## config.mk

```make
export PLATFORM = sky130hd
export DESIGN_NAME = sync_fifo_param
export DESIGN_NICKNAME = d
export VERILOG_FILES = /design/src/rtl/sync_fifo_param.sv
export SDC_FILE = /design/constraint.sdc
export NUM_CORES = 1
export LEC_CHECK = 0
export CORE_UTILIZATION = 40
export CTS_CLUSTER_SIZE = 30
export DETAILED_ROUTE_END_ITERATION = 10
export HOLD_SLACK_MARGIN = 0.03
export PLACE_DENSITY_LB_ADDON = 0.15
export SYNTH_ARGS = -nofsm -noshare
export SYNTH_HDL_FRONTEND = slang
export SYNTH_SLANG_ARGS = --single-unit
```

## constraint.sdc

```tcl
create_clock -name clk -period 4 [get_ports clk]
set_clock_uncertainty 0.2 [all_clocks]
set_input_delay 0.8 -clock clk [delete_from_list [all_inputs] [get_ports clk]]
set_output_delay 0.8 -clock clk [all_outputs]
set_load 0.05 [all_outputs]
```

## src/rtl/sync_fifo_param.sv

```systemverilog
// sync_fifo_param: parametrised single-clock FIFO with occupancy count,
// programmable almost-full/almost-empty, registered read data with a
// one-cycle valid strobe, and sticky overflow/underflow error flags.
module sync_fifo_param #(
  parameter int DATA_W    = 8,
  parameter int DEPTH     = 16,
  parameter int AF_THRESH = 14,
  parameter int AE_THRESH = 2
) (
  input  logic                       clk,
  input  logic                       rst,
  input  logic                       w_en,
  input  logic [DATA_W-1:0]          data_in,
  input  logic                       r_en,
  output logic [DATA_W-1:0]          data_out,
  output logic                       data_valid,
  output logic                       full,
  output logic                       empty,
  output logic                       almost_full,
  output logic                       almost_empty,
  output logic [$clog2(DEPTH):0]     count,
  output logic                       overflow,
  output logic                       underflow,
  input  logic                       clr_err
);

  localparam int ADDR_W = $clog2(DEPTH);
  localparam int CNT_W  = ADDR_W + 1;

  localparam logic [CNT_W-1:0] DEPTH_C = CNT_W'(DEPTH);
  localparam logic [CNT_W-1:0] AF_C    = CNT_W'(AF_THRESH);
  localparam logic [CNT_W-1:0] AE_C    = CNT_W'(AE_THRESH);

  logic [DATA_W-1:0] mem [DEPTH];
  logic [ADDR_W-1:0] wr_ptr;
  logic [ADDR_W-1:0] rd_ptr;
  logic [CNT_W-1:0]  count_q;
  logic [CNT_W-1:0]  count_d;
  logic              rd_acc;
  logic              wr_acc;

  // Status flags decode only the registered count, so no input reaches them
  // combinationally.
  assign count        = count_q;
  assign empty        = (count_q == '0);
  assign full         = (count_q == DEPTH_C);
  assign almost_full  = (count_q >= AF_C);
  assign almost_empty = (count_q <= AE_C);

  // A write into a full FIFO is still legal when a read frees a slot on the
  // same edge; a read from an empty FIFO is never satisfied by a same-cycle
  // write (no read-through).
  assign rd_acc = r_en & ~empty;
  assign wr_acc = w_en & (~full | rd_acc);

  // Next occupancy: moves only when exactly one side is accepted.
  always_comb begin
    // NOTE: default assignment first so every path drives count_d; otherwise a latch is inferred.
    count_d = count_q;
    unique case ({wr_acc, rd_acc})
      2'b10:   count_d = count_q + 1'b1;
      2'b01:   count_d = count_q - 1'b1;
      default: count_d = count_q;
    endcase
  end

  // Storage array: written on accepted writes only.
  // NOTE: the memory has no reset; stale entries are unreachable because the pointers and count are reset.
  always_ff @(posedge clk) begin
    if (wr_acc) begin
      mem[wr_ptr] <= data_in;
    end
  end

  // Pointers and occupancy; power-of-two depth lets the pointers wrap naturally.
  always_ff @(posedge clk) begin
    // NOTE: non-blocking assignments for all state so every register samples pre-edge values.
    if (rst) begin
      wr_ptr  <= '0;
      rd_ptr  <= '0;
      count_q <= '0;
    end else begin
      if (wr_acc) wr_ptr <= wr_ptr + 1'b1;
      if (rd_acc) rd_ptr <= rd_ptr + 1'b1;
      count_q <= count_d;
    end
  end

  // Registered read port: data_out holds between reads, data_valid pulses
  // for the one cycle after each accepted read. When full with a simultaneous
  // read and write, rd_ptr == wr_ptr and the old word is read before the
  // write lands.
  always_ff @(posedge clk) begin
    if (rst) begin
      data_out   <= '0;
      data_valid <= 1'b0;
    end else begin
      data_valid <= rd_acc;
      if (rd_acc) data_out <= mem[rd_ptr];
    end
  end

  // Sticky error flags: a new error in the same cycle as clr_err keeps the flag set.
  always_ff @(posedge clk) begin
    if (rst) begin
      overflow  <= 1'b0;
      underflow <= 1'b0;
    end else begin
      overflow  <= (w_en & ~wr_acc) | (overflow  & ~clr_err);
      underflow <= (r_en & ~rd_acc) | (underflow & ~clr_err);
    end
  end

endmodule

```

==> flow_summary.yaml, run 1 <==
critical_path:
  crit_path_end: "full"
  worst_ep_arrival_time_ns: 2.59
  cp_slowest_stage_delay_ns: 0.82
  worstReg2RegEnd: "count[4]$_SDFFE_PP0P_"
  crit_path_end_kind: "output pin"
  critical_path_class: "reg2out"
  worstRegToRegCells: 8
  worstPathRequired_ns: 3.00
  cp_cell_sequence: "or4_1 > nor2_1 > clkdlybuf4s50_1"
  crit_path_start: "count[0]$_SDFFE_PP0P_"
  path_max_fanout: 8
  reg2reg_start: "count[0]$_SDFFE_PP0P_"
  r2r_slack_ns: 0.93
  worst_setup_path_start_kind: "flip-flop"
  worst_path_max_delay_cell: "sky130_fd_sc_hd__clkdlybuf4s50_1"
die:
  initial_utilization: 0.4083
  die_height_um: 126.3
  die_w_um: 126.3
  design.die.area_mm2: 0.01596
  ios: 33
  floorplan.rows: 45
  design.core.area_mm2: 0.01515
synth:
  post_synth_most_frequent_cells: "sky130_fd_sc_hd__edfxtp_1, sky130_fd_sc_hd__mux2i_1, sky130_fd_sc_hd__nor2_1"
  synthesis.nets: 404
  postSynth.topFlopCell: "sky130_fd_sc_hd__edfxtp_1"
  synth_top_area_frac: 0.6215
  post_synth_arst_share: 0
  synthMostInstantiatedCell: "sky130_fd_sc_hd__edfxtp_1"
  synth.lib_cells_used.distinct: 46
  synthesis.area_per_instance_um2: 16.19
  synth-seq-area-share: 0.6992
  postSynthRegisterBits: 152
  post_synth_instance_area_mm2: 0.006185
  synth_enable_flop_cells: 128
  yosysWarningCount: 0
  syn_inst: 382
  yosys.area.top_type: "sky130_fd_sc_hd__edfxtp_1"
  synth_top_cells_by_area: "sky130_fd_sc_hd__edfxtp_1, sky130_fd_sc_hd__dfxtp_1, sky130_fd_sc_hd__mux2i_1"
grt:
  first_global_vias: 3363
  grt_first_pass_wirelength_um: 19070
  antenna_found_initial: 0
  grt_overflow_total: 0
  pin_count_of_the_biggest_net_entering_global_routing: 29
  track_usage: 0.1682
pwr:
  total_leakage_power_nw: 2.372
  power.ir.vdd_worst_mv: 0.3497
  power.density_cell_area_mw_per_mm2: 647.6
place:
  buffer_ports.inserted: 32
  dp_worst_setup_slack_ns: 0.5655
  detailedPlacementHpwl_um: 8103
  routabilityCongestion: 0.8209
flow_run:
  max_cap_violations: 0
clock_network:
  cts_h_tree_depth: 4
  post_cts_hold_buffer_count: 0
  cts.repair.resized: 0
  cts.clk_slew.worst_paths_ns: 0.06
  max-clock-path-buffers: 2
  cts-buffers-inserted: 17
  clock_latency_ns: 0.42
  clock_tree_from_tritoncts: "built"
  cts-root-buf: "sky130_fd_sc_hd__clkbuf_16"
  post_cts_buffers: 0
  clock_sinks: 152
final_layout:
  synthToLayoutAreaGrowth_pct: 19.08
  drive_above_1_share: 0.1530
  final_net_count: 447
  antenna_cells: 0
detailed_routing:
  final_antenna_net_count: 0
  vias: 3358
  drt_first_iter_violations: 232
  drt_first_pass_iters: 5
  routed_via_density: 5.364
  wirelength_um: 12520
  avgRoutedWirePerCell_um: 20.00
  residual_drc: 0
sta:
  worst_slew_pin_slew_ns: 0.9809
  drv_slew: 0
  period_share: 0.8982
  final_period_minus_worst_setup_slack_ns: 3.593
  timing.setup.tns_ns: 0
  setup_viol: 0
  clock.fmax_ghz: 0.2783
  slew-limit-headroom: 0.3440
  setup_ws_ns: 0.4070
  hold_violations: 0
  holdWs_ns: 0.2829
  grt_setup_unrepaired: "no"
hold_path:
  tightest_hold_check_type: "reg2reg"
status:
  outcome: "finished, final reports clean"
## worst min path at each step
stage                        startpoint                       end  slack, ns  cells past startpoint
2_1_floorplan    wr_ptr[1]$_SDFFE_PP0P_    wr_ptr[1]$_SDFFE_PP0P_       0.33                      2
3_3_place_gp        overflow$_SDFF_PP0_       overflow$_SDFF_PP0_       0.26                      2
3_5_place_dp        overflow$_SDFF_PP0_       overflow$_SDFF_PP0_       0.28                      2
4_1_cts             overflow$_SDFF_PP0_       overflow$_SDFF_PP0_       0.29                      2
5_1_grt        data_out[0]$_SDFFE_PP0P_  data_out[0]$_SDFFE_PP0P_       0.31                      2
6_report            overflow$_SDFF_PP0_       overflow$_SDFF_PP0_       0.28                      2
## layout make-up
cell class                      count  area (um2)
Clock inverter                     13       178.9
Clock buffer                       19       432.9
Multi-Input combinational cell    203        1735
Sequential cell                   152        4325
Fill cell                        1286        7781
Inverter                            5       18.77
Tap cell                          188       235.2
Timing Repair Buffer               46       437.9
## power by group
| part | internal (mW) | switching, mW | leakage [nW] |
|---|---|---|---|
| logic | 0.451 | 0.776 | 0.729 |
| registers | 1.82 | 0.0820 | 1.35 |
| clock network | 1.04 | 0.600 | 0.290 |
| total | 3.31 | 1.46 | 2.37 |
## sequential cells by signal, summed over array words and instances, names as in the netlist
register,count
data_out,8
wr_ptr,4
rd_ptr,4
data_valid,1
underflow,1
overflow,1
mem,128
count,5
## cell families after synthesis
family	Yosys count	share of synthesized area
flip-flops	152	0.6992
AO/OA/AOI/OAI	44	0.05382
multiplexers	56	0.1287
buffers and inverters	27	0.02043
AND/OR/NAND/NOR	88	0.07000
XOR/XNOR	6	0.008497
adder cells (fa/ha/maj)	9	0.01942
## per-stage QoR
stage / instances / power [mW] / instance area, um2 / util
floorplan: 382 / 2.825 / 6186 / -
global placement: 594 / 3.160 / 6753 / 0.4458
detailed placement: 594 / 3.175 / 6753 / 0.4458
CTS: 626 / 4.811 / 7365 / 0.4862
global route: 626 / 4.956 / 7365 / 0.4862
finish: 626 / 4.769 / 7365 / 0.4862
## layer usage
metal / vias to the layer above / track usage / routed length (um)
li1: 1574 / - / -
met1: 1688 / 0.2066 / 5321
met2: 80 / 0.2831 / 6348
met3: 16 / 0.04091 / 642
met4: 0 / 0.07442 / 211
met5: - / 0 / 0
## worst max-delay path, delay by kind of cell (launching register included)
family / cells / cell delay, ns
buffers and inverters: 1 / 0.82
DFF: 1 / 0.39
and+or+nand+nor: 2 / 0.95
## layout by cell type (no fill, tap or decap), types with 5 or more instances in the layout
| master | count |
|---|---|
| sky130_fd_sc_hd__nor2_1 | 34 |
| sky130_fd_sc_hd__clkbuf_16 | 17 |
| sky130_fd_sc_hd__nand2b_1 | 7 |
| sky130_fd_sc_hd__inv_1 | 5 |
| sky130_fd_sc_hd__a21oi_1 | 5 |
| sky130_fd_sc_hd__o22ai_1 | 16 |
| sky130_fd_sc_hd__nand2_1 | 8 |
| sky130_fd_sc_hd__mux2i_1 | 36 |
| sky130_fd_sc_hd__ha_1 | 8 |
| sky130_fd_sc_hd__a22o_1 | 7 |
| sky130_fd_sc_hd__nor4_1 | 9 |
| sky130_fd_sc_hd__clkdlybuf4s50_1 | 32 |
| sky130_fd_sc_hd__nor3_1 | 12 |
| sky130_fd_sc_hd__buf_4 | 13 |
| sky130_fd_sc_hd__nand3_1 | 5 |
| sky130_fd_sc_hd__mux4_2 | 16 |
| sky130_fd_sc_hd__dfxtp_1 | 23 |
| sky130_fd_sc_hd__edfxtp_1 | 128 |
| sky130_fd_sc_hd__nor2b_1 | 5 |
Power figures use the tool's default switching activity.
==> run 2, diff against run 1 <==
--- a/config.mk
+++ b/config.mk
@@ -5,11 +5,10 @@
 export SDC_FILE = /design/constraint.sdc
 export NUM_CORES = 1
 export LEC_CHECK = 0
-export CORE_UTILIZATION = 40
+export CORE_UTILIZATION = 42
 export CTS_CLUSTER_SIZE = 30
 export DETAILED_ROUTE_END_ITERATION = 10
 export HOLD_SLACK_MARGIN = 0.03
-export PLACE_DENSITY_LB_ADDON = 0.15
 export SYNTH_ARGS = -nofsm -noshare
 export SYNTH_HDL_FRONTEND = slang
 export SYNTH_SLANG_ARGS = --single-unit
==> run 2 against run 1 <==
Compared with the run above:
- sequential power is essentially flat
- clock-buffer cell count shrank 1
- combinational power hardly changed
- first-iteration DRC count down 28%
- critical path type unchanged
- largest power group unchanged
- highest routed layer unchanged
==> flow_summary.yaml, run 2 (synthesis results as in run 1) <==
detailed_routing:
  drt_first_iter_violations: 166
  vias: 3368
  wirelength_um: 12410
  routed_via_density: 5.415
  drt_first_pass_iters: 4
  residual_drc: 0
  final_antenna_net_count: 0
  avgRoutedWirePerCell_um: 19.95
die:
  die_w_um: 123.4
  die_height_um: 123.4
  floorplan.rows: 43
  ios: 33
  initial_utilization: 0.4388
  design.core.area_mm2: 0.01410
  design.die.area_mm2: 0.01522
hold_path:
  tightest_hold_check_type: "reg2reg"
  min_delay_worst_endpoint: "overflow$_SDFF_PP0_"
  min_delay_path_depth: 2
  worstHoldStart: "overflow$_SDFF_PP0_"
pwr:
  switching_share: 0.3196
  total_switching_power_mw: 1.465
  power_mw: 4.583
  comb_power_share: 0.268
  power.density_cell_area_mw_per_mm2: 626.5
  power_frac_seq: 0.417
  power.ir.vdd_worst_mv: 0.3020
  total_leakage_power_nw: 2.367
  internal_power_mw: 3.119
  power.share.clock: 0.315
final_layout:
  layout_commonest_cell: "sky130_fd_sc_hd__edfxtp_1"
  largest_register_ffs: 128
  antenna_cells: 0
  synthToLayoutAreaGrowth_pct: 18.29
  final.fill_count: 1172
  drive_above_1_share: 0.1584
  final_net_count: 452
  max_flop_register: "mem"
  layout.cells.most_common_list: "sky130_fd_sc_hd__edfxtp_1, sky130_fd_sc_hd__mux2i_1, sky130_fd_sc_hd__nor2_1"
critical_path:
  r2r_slack_ns: 0.46
  cp_slowest_stage_delay_ns: 0.83
  worstReg2RegEnd: "count[4]$_SDFFE_PP0P_"
  crit_buf_inv: 1
  cp_cell_sequence: "or4_1 > nor2_1 > clkdlybuf4s50_1"
  worstRegToRegCells: 8
  crit_path_end_kind: "output pin"
  worstPathRequired_ns: 3.00
  critical_path_class: "reg2out"
  reg2reg_start: "count[0]$_SDFFE_PP0P_"
  worst_ep_arrival_time_ns: 2.61
  worst_setup_path_start_kind: "flip-flop"
  path_max_fanout: 8
  critical-path-top-delay-family: "simple AND/OR/NAND/NOR gates"
  worst_path_max_delay_cell: "sky130_fd_sc_hd__clkdlybuf4s50_1"
clock_network:
  clock_sinks: 152
  cts-buffers-inserted: 17
  post_cts_buffers: 0
  clock_tree_from_tritoncts: "built"
  max-clock-path-buffers: 2
  cts.clk_slew.worst_paths_ns: 0.06
  clock_latency_ns: 0.42
  post_cts_hold_buffer_count: 0
  cts-root-buf: "sky130_fd_sc_hd__clkbuf_16"
  cts_h_tree_depth: 4
  cts.repair.resized: 0
grt:
  grt.met1_usage: 0.2309
  track_usage: 0.1818
  first_global_vias: 3312
  gr-usage-met2: 0.2867
  grt_util_met3: 0.05212
  antenna_found_initial: 0
  grt_first_pass_wirelength_um: 18820
  pin_count_of_the_biggest_net_entering_global_routing: 36
  grt-busiest-layer: "met2"
  grt_overflow_total: 0
sta:
  drv_slew: 0
  final_period_minus_worst_setup_slack_ns: 3.612
  setup_viol: 0
  timing.setup.tns_ns: 0
  worst_slew_pin_slew_ns: 0.9761
  period_share: 0.9030
  slew-limit-headroom: 0.3472
  clock.fmax_ghz: 0.2768
  hold_violations: 0
  grt_setup_unrepaired: "no"
place:
  buffer_ports.inserted: 32
  routabilityCongestion: 0.7914
  detailedPlacementHpwl_um: 8009
flow_run:
  max_cap_violations: 0
status:
  outcome: "finished, final reports clean"
[run 2: cell count changes in the layout (fill, tap and decap cells not counted), sizes merged]
| cell | previous run | this run |
|---|---|---|
| clkinv | 6 | 8 |
| buf | 14 | 19 |
| clkinvlp | 3 | 2 |
| bufinv | 4 | 1 |
| inv | 5 | 7 |
| clkbuf | 19 | 18 |
[run 2: layout make-up]
class	count	area, um2	area share
clock buffers	18	429.2	0.05866
clock inverters	13	106.4	0.01454
inverters	5	18.77	0.002565
multi-input cells	203	1735	0.2372
flip-flops and latches	152	4325	0.5912
well taps	180	225.2	0.03079
repair buffers	51	475.5	0.06499
[run 2: power groups by stage]
stage                     sequential (mW)  clock, mW  combinational, mW
final                                1.91       1.44               1.23
after global routing                 1.92       1.54               1.31
after detailed placement             1.94          0               1.24
after CTS                            1.91       1.48               1.24
after global placement               1.93          0               1.23
after floorplan                      2.16          0              0.667
[run 2: tightest hold or removal path: cells and delay by family (launching register included)]
kind               cells  cell delay (ns)
AOI/OAI and AO/OA      1             0.06
DFF                    1             0.31
and+or+nand+nor        1             0.06
[run 2: metal layers]
layer	wire length (um)	vias up
li1	-	1591
met1	5354	1674
met2	6038	86
met3	792	17
met4	223	0
met5	0	-
[run 2: worst max path at each step]
stage	from	end	slack [ns]	depth (start not counted)
finish	count[0]$_SDFFE_PP0P_	empty	0.39	3
detailed placement	count[0]$_SDFFE_PP0P_	count[4]$_SDFFE_PP0P_	0.47	8
floorplan	count[1]$_SDFFE_PP0P_	almost_empty	0.56	1
CTS	count[0]$_SDFFE_PP0P_	full	0.36	3
global placement	count[0]$_SDFFE_PP0P_	count[4]$_SDFFE_PP0P_	0.53	8
global route	count[1]$_SDFFE_PP0P_	empty	0.28	3
[run 2: through the flow]
stage / instance area (um2) / instances / setup WS (ns) / util / hold slack (ns)
floorplan: 6186 / 382 / 0.5641 / - / 0.3281
global placement: 6780 / 591 / 0.5303 / 0.4810 / 0.2590
detailed placement: 6780 / 591 / 0.4747 / 0.4810 / 0.2679
CTS: 7316 / 622 / 0.3607 / 0.5190 / 0.2757
global route: 7316 / 622 / 0.2762 / 0.5190 / 0.3141
finish: 7316 / 622 / 0.3879 / 0.5190 / 0.2770
==> run 3, diff against run 2 <==
--- a/config.mk
+++ b/config.mk
@@ -5,6 +5,7 @@
 export SDC_FILE = /design/constraint.sdc
 export NUM_CORES = 1
 export LEC_CHECK = 0
+export CORE_MARGIN = 5
 export CORE_UTILIZATION = 42
 export CTS_CLUSTER_SIZE = 30
 export DETAILED_ROUTE_END_ITERATION = 10
==> run 3 against run 2 <==
Compared with the run above:
- fmax grew 0.62%
- clock-buffer cell count grew 2
- register-to-register slack gained 0.50 ns
- setup slack gained 0.022 ns
- cell count grew 0.64%
- combinational power is essentially flat
- total power grew 1.9%
- design area grew 0.32%
- clock power grew 6%
- sequential power is essentially flat
- first-iteration DRC count grew 73%
==> flow_summary.yaml, run 3 (synthesis results as in run 1) <==
status:
  outcome: "finished, final reports clean"
sta:
  holdWs_ns: 0.2786
  setup_viol: 0
  final_period_minus_worst_setup_slack_ns: 3.590
  hold_violations: 0
  slew-limit-headroom: 0.3351
  timing.setup.tns_ns: 0
  clock.fmax_ghz: 0.2786
  grt_setup_unrepaired: "no"
  worst_slew_pin_slew_ns: 0.9943
  drv_slew: 0
  period_share: 0.8974
critical_path:
  crit_path_end: "empty"
  critical-path-top-delay-family: "simple AND/OR/NAND/NOR gates"
  worst_path_max_delay_cell: "sky130_fd_sc_hd__clkdlybuf4s50_1"
  worst_ep_arrival_time_ns: 2.59
  worstReg2RegEnd: "count[4]$_SDFFE_PP0P_"
  cp_cell_sequence: "or4_1 > nor2_1 > clkdlybuf4s50_1"
  cp_slowest_stage_delay_ns: 0.83
  crit_buf_inv: 1
  worstPathRequired_ns: 3.00
  crit_path_end_kind: "output pin"
  path_max_fanout: 8
  worst_setup_path_start_kind: "flip-flop"
  reg2reg_start: "count[0]$_SDFFE_PP0P_"
  critical_path_class: "reg2out"
  crit_path_start: "count[0]$_SDFFE_PP0P_"
  worstRegToRegCells: 8
  cp_num_cells: 3
  r2r_slack_ns: 0.96
pwr:
  power_mw: 4.670
  total_switching_power_mw: 1.462
  power.share.clock: 0.328
  internal_power_mw: 3.208
  comb_power_share: 0.261
  power.density_cell_area_mw_per_mm2: 636.3
  total_leakage_power_nw: 2.372
  power.ir.vdd_worst_mv: 0.3206
  power_frac_seq: 0.411
  switching_share: 0.3131
hold_path:
  tightest_hold_check_type: "reg2reg"
clock_network:
  cts.repair.resized: 0
  clock_tree_from_tritoncts: "built"
  clock_sinks: 152
  post_cts_buffers: 0
  max-clock-path-buffers: 2
  cts-root-buf: "sky130_fd_sc_hd__clkbuf_16"
  cts_h_tree_depth: 4
  cts-buffers-inserted: 17
  post_cts_hold_buffer_count: 0
  cts.clk_slew.worst_paths_ns: 0.06
  clock_latency_ns: 0.42
final_layout:
  antenna_cells: 0
  fin_cells: 626
  layout_commonest_cell: "sky130_fd_sc_hd__edfxtp_1"
  multi_input_area_mm2: 0.001735
  drive_above_1_share: 0.1629
  final.fill_count: 1193
  register_area_mm2: 0.004325
  final_net_count: 451
  layout.cells.most_common_list: "sky130_fd_sc_hd__edfxtp_1, sky130_fd_sc_hd__mux2i_1, sky130_fd_sc_hd__nor2_1"
  max_flop_register: "mem"
  largest_register_ffs: 128
  cell_area_after_layout_mm2: 0.007340
  synthToLayoutAreaGrowth_pct: 18.67
detailed_routing:
  wirelength_um: 12530
  final_antenna_net_count: 0
  routed_via_density: 5.441
  vias: 3406
  avgRoutedWirePerCell_um: 20.02
  residual_drc: 0
  drt_first_iter_violations: 287
  drt_first_pass_iters: 4
die:
  ios: 33
  floorplan.rows: 44
  design.die.area_mm2: 0.01725
  die_height_um: 131.4
  initial_utilization: 0.4272
  die_w_um: 131.4
  design.core.area_mm2: 0.01448
grt:
  pin_count_of_the_biggest_net_entering_global_routing: 36
  track_usage: 0.1473
  first_global_vias: 3365
  grt_first_pass_wirelength_um: 19260
  antenna_found_initial: 0
  grt_overflow_total: 0
place:
  buffer_ports.inserted: 32
  routabilityCongestion: 0.7460
  place.detailed.instances: 594
  detailedPlacementHpwl_um: 8082
  place_area_mm2: 0.006765
flow_run:
  max_cap_violations: 0
## run 3: worst min-delay path by stage
stage	startpoint	end	slack (ns)	cells past startpoint
3_3_place_gp	overflow$_SDFF_PP0_	overflow$_SDFF_PP0_	0.26	2
5_1_grt	overflow$_SDFF_PP0_	overflow$_SDFF_PP0_	0.30	2
3_5_place_dp	overflow$_SDFF_PP0_	overflow$_SDFF_PP0_	0.28	2
6_report	overflow$_SDFF_PP0_	overflow$_SDFF_PP0_	0.28	2
4_1_cts	overflow$_SDFF_PP0_	overflow$_SDFF_PP0_	0.29	2
2_1_floorplan	wr_ptr[1]$_SDFFE_PP0P_	wr_ptr[1]$_SDFFE_PP0P_	0.33	2
## run 3: worst register-to-register path, stage by stage (launching register included)
cell and delay [ns]:
sky130_fd_sc_hd__dfxtp_1 0.38, sky130_fd_sc_hd__or4_1 0.75, sky130_fd_sc_hd__o21ai_2 0.21, sky130_fd_sc_hd__nor2_1 0.11, sky130_fd_sc_hd__fa_1 0.44, sky130_fd_sc_hd__a21o_1 0.19, sky130_fd_sc_hd__a2111o_1 0.40, sky130_fd_sc_hd__o211ai_1 0.09
sky130_fd_sc_hd__a31oi_1 0.10
## run 3: power groups by stage
stage               clock [mW]  combinational (mW)  sequential, mW
global route              1.64                1.29            1.94
CTS                       1.56                1.23            1.92
finish                    1.53                1.22            1.92
floorplan                    0               0.667            2.16
detailed placement           0                1.22            1.96
global placement             0                1.22            1.95
## run 3: cell type report
type                       count  share of cell area
tap                          184             0.03137
multi-input combinational    203              0.2364
timing repair buffer          50             0.06205
sequential                   152              0.5893
inverter                       5            0.002557
clock buffer                  20             0.06086
clock inverter                12             0.01739
## run 3: stage by stage
stage / setup WS (ns) / utilization
2_1_floorplan: 0.5641 / -
5_1_grt: 0.2627 / 0.5069
4_1_cts: 0.3718 / 0.5069
6_report: 0.4102 / 0.5069
3_3_place_gp: 0.6577 / 0.4672
3_5_place_dp: 0.6291 / 0.4672
## run 3: routing by layer
layer  up-vias  part of all wire  wire length (um)  GRT usage
met1      1716              0.43              5410     0.1894
met2        84              0.50              6309     0.2446
met5         -                 0                 0          0
met4         0             0.014               181    0.05486
met3        14             0.050               631    0.03440
li1       1592                 -                 -          -
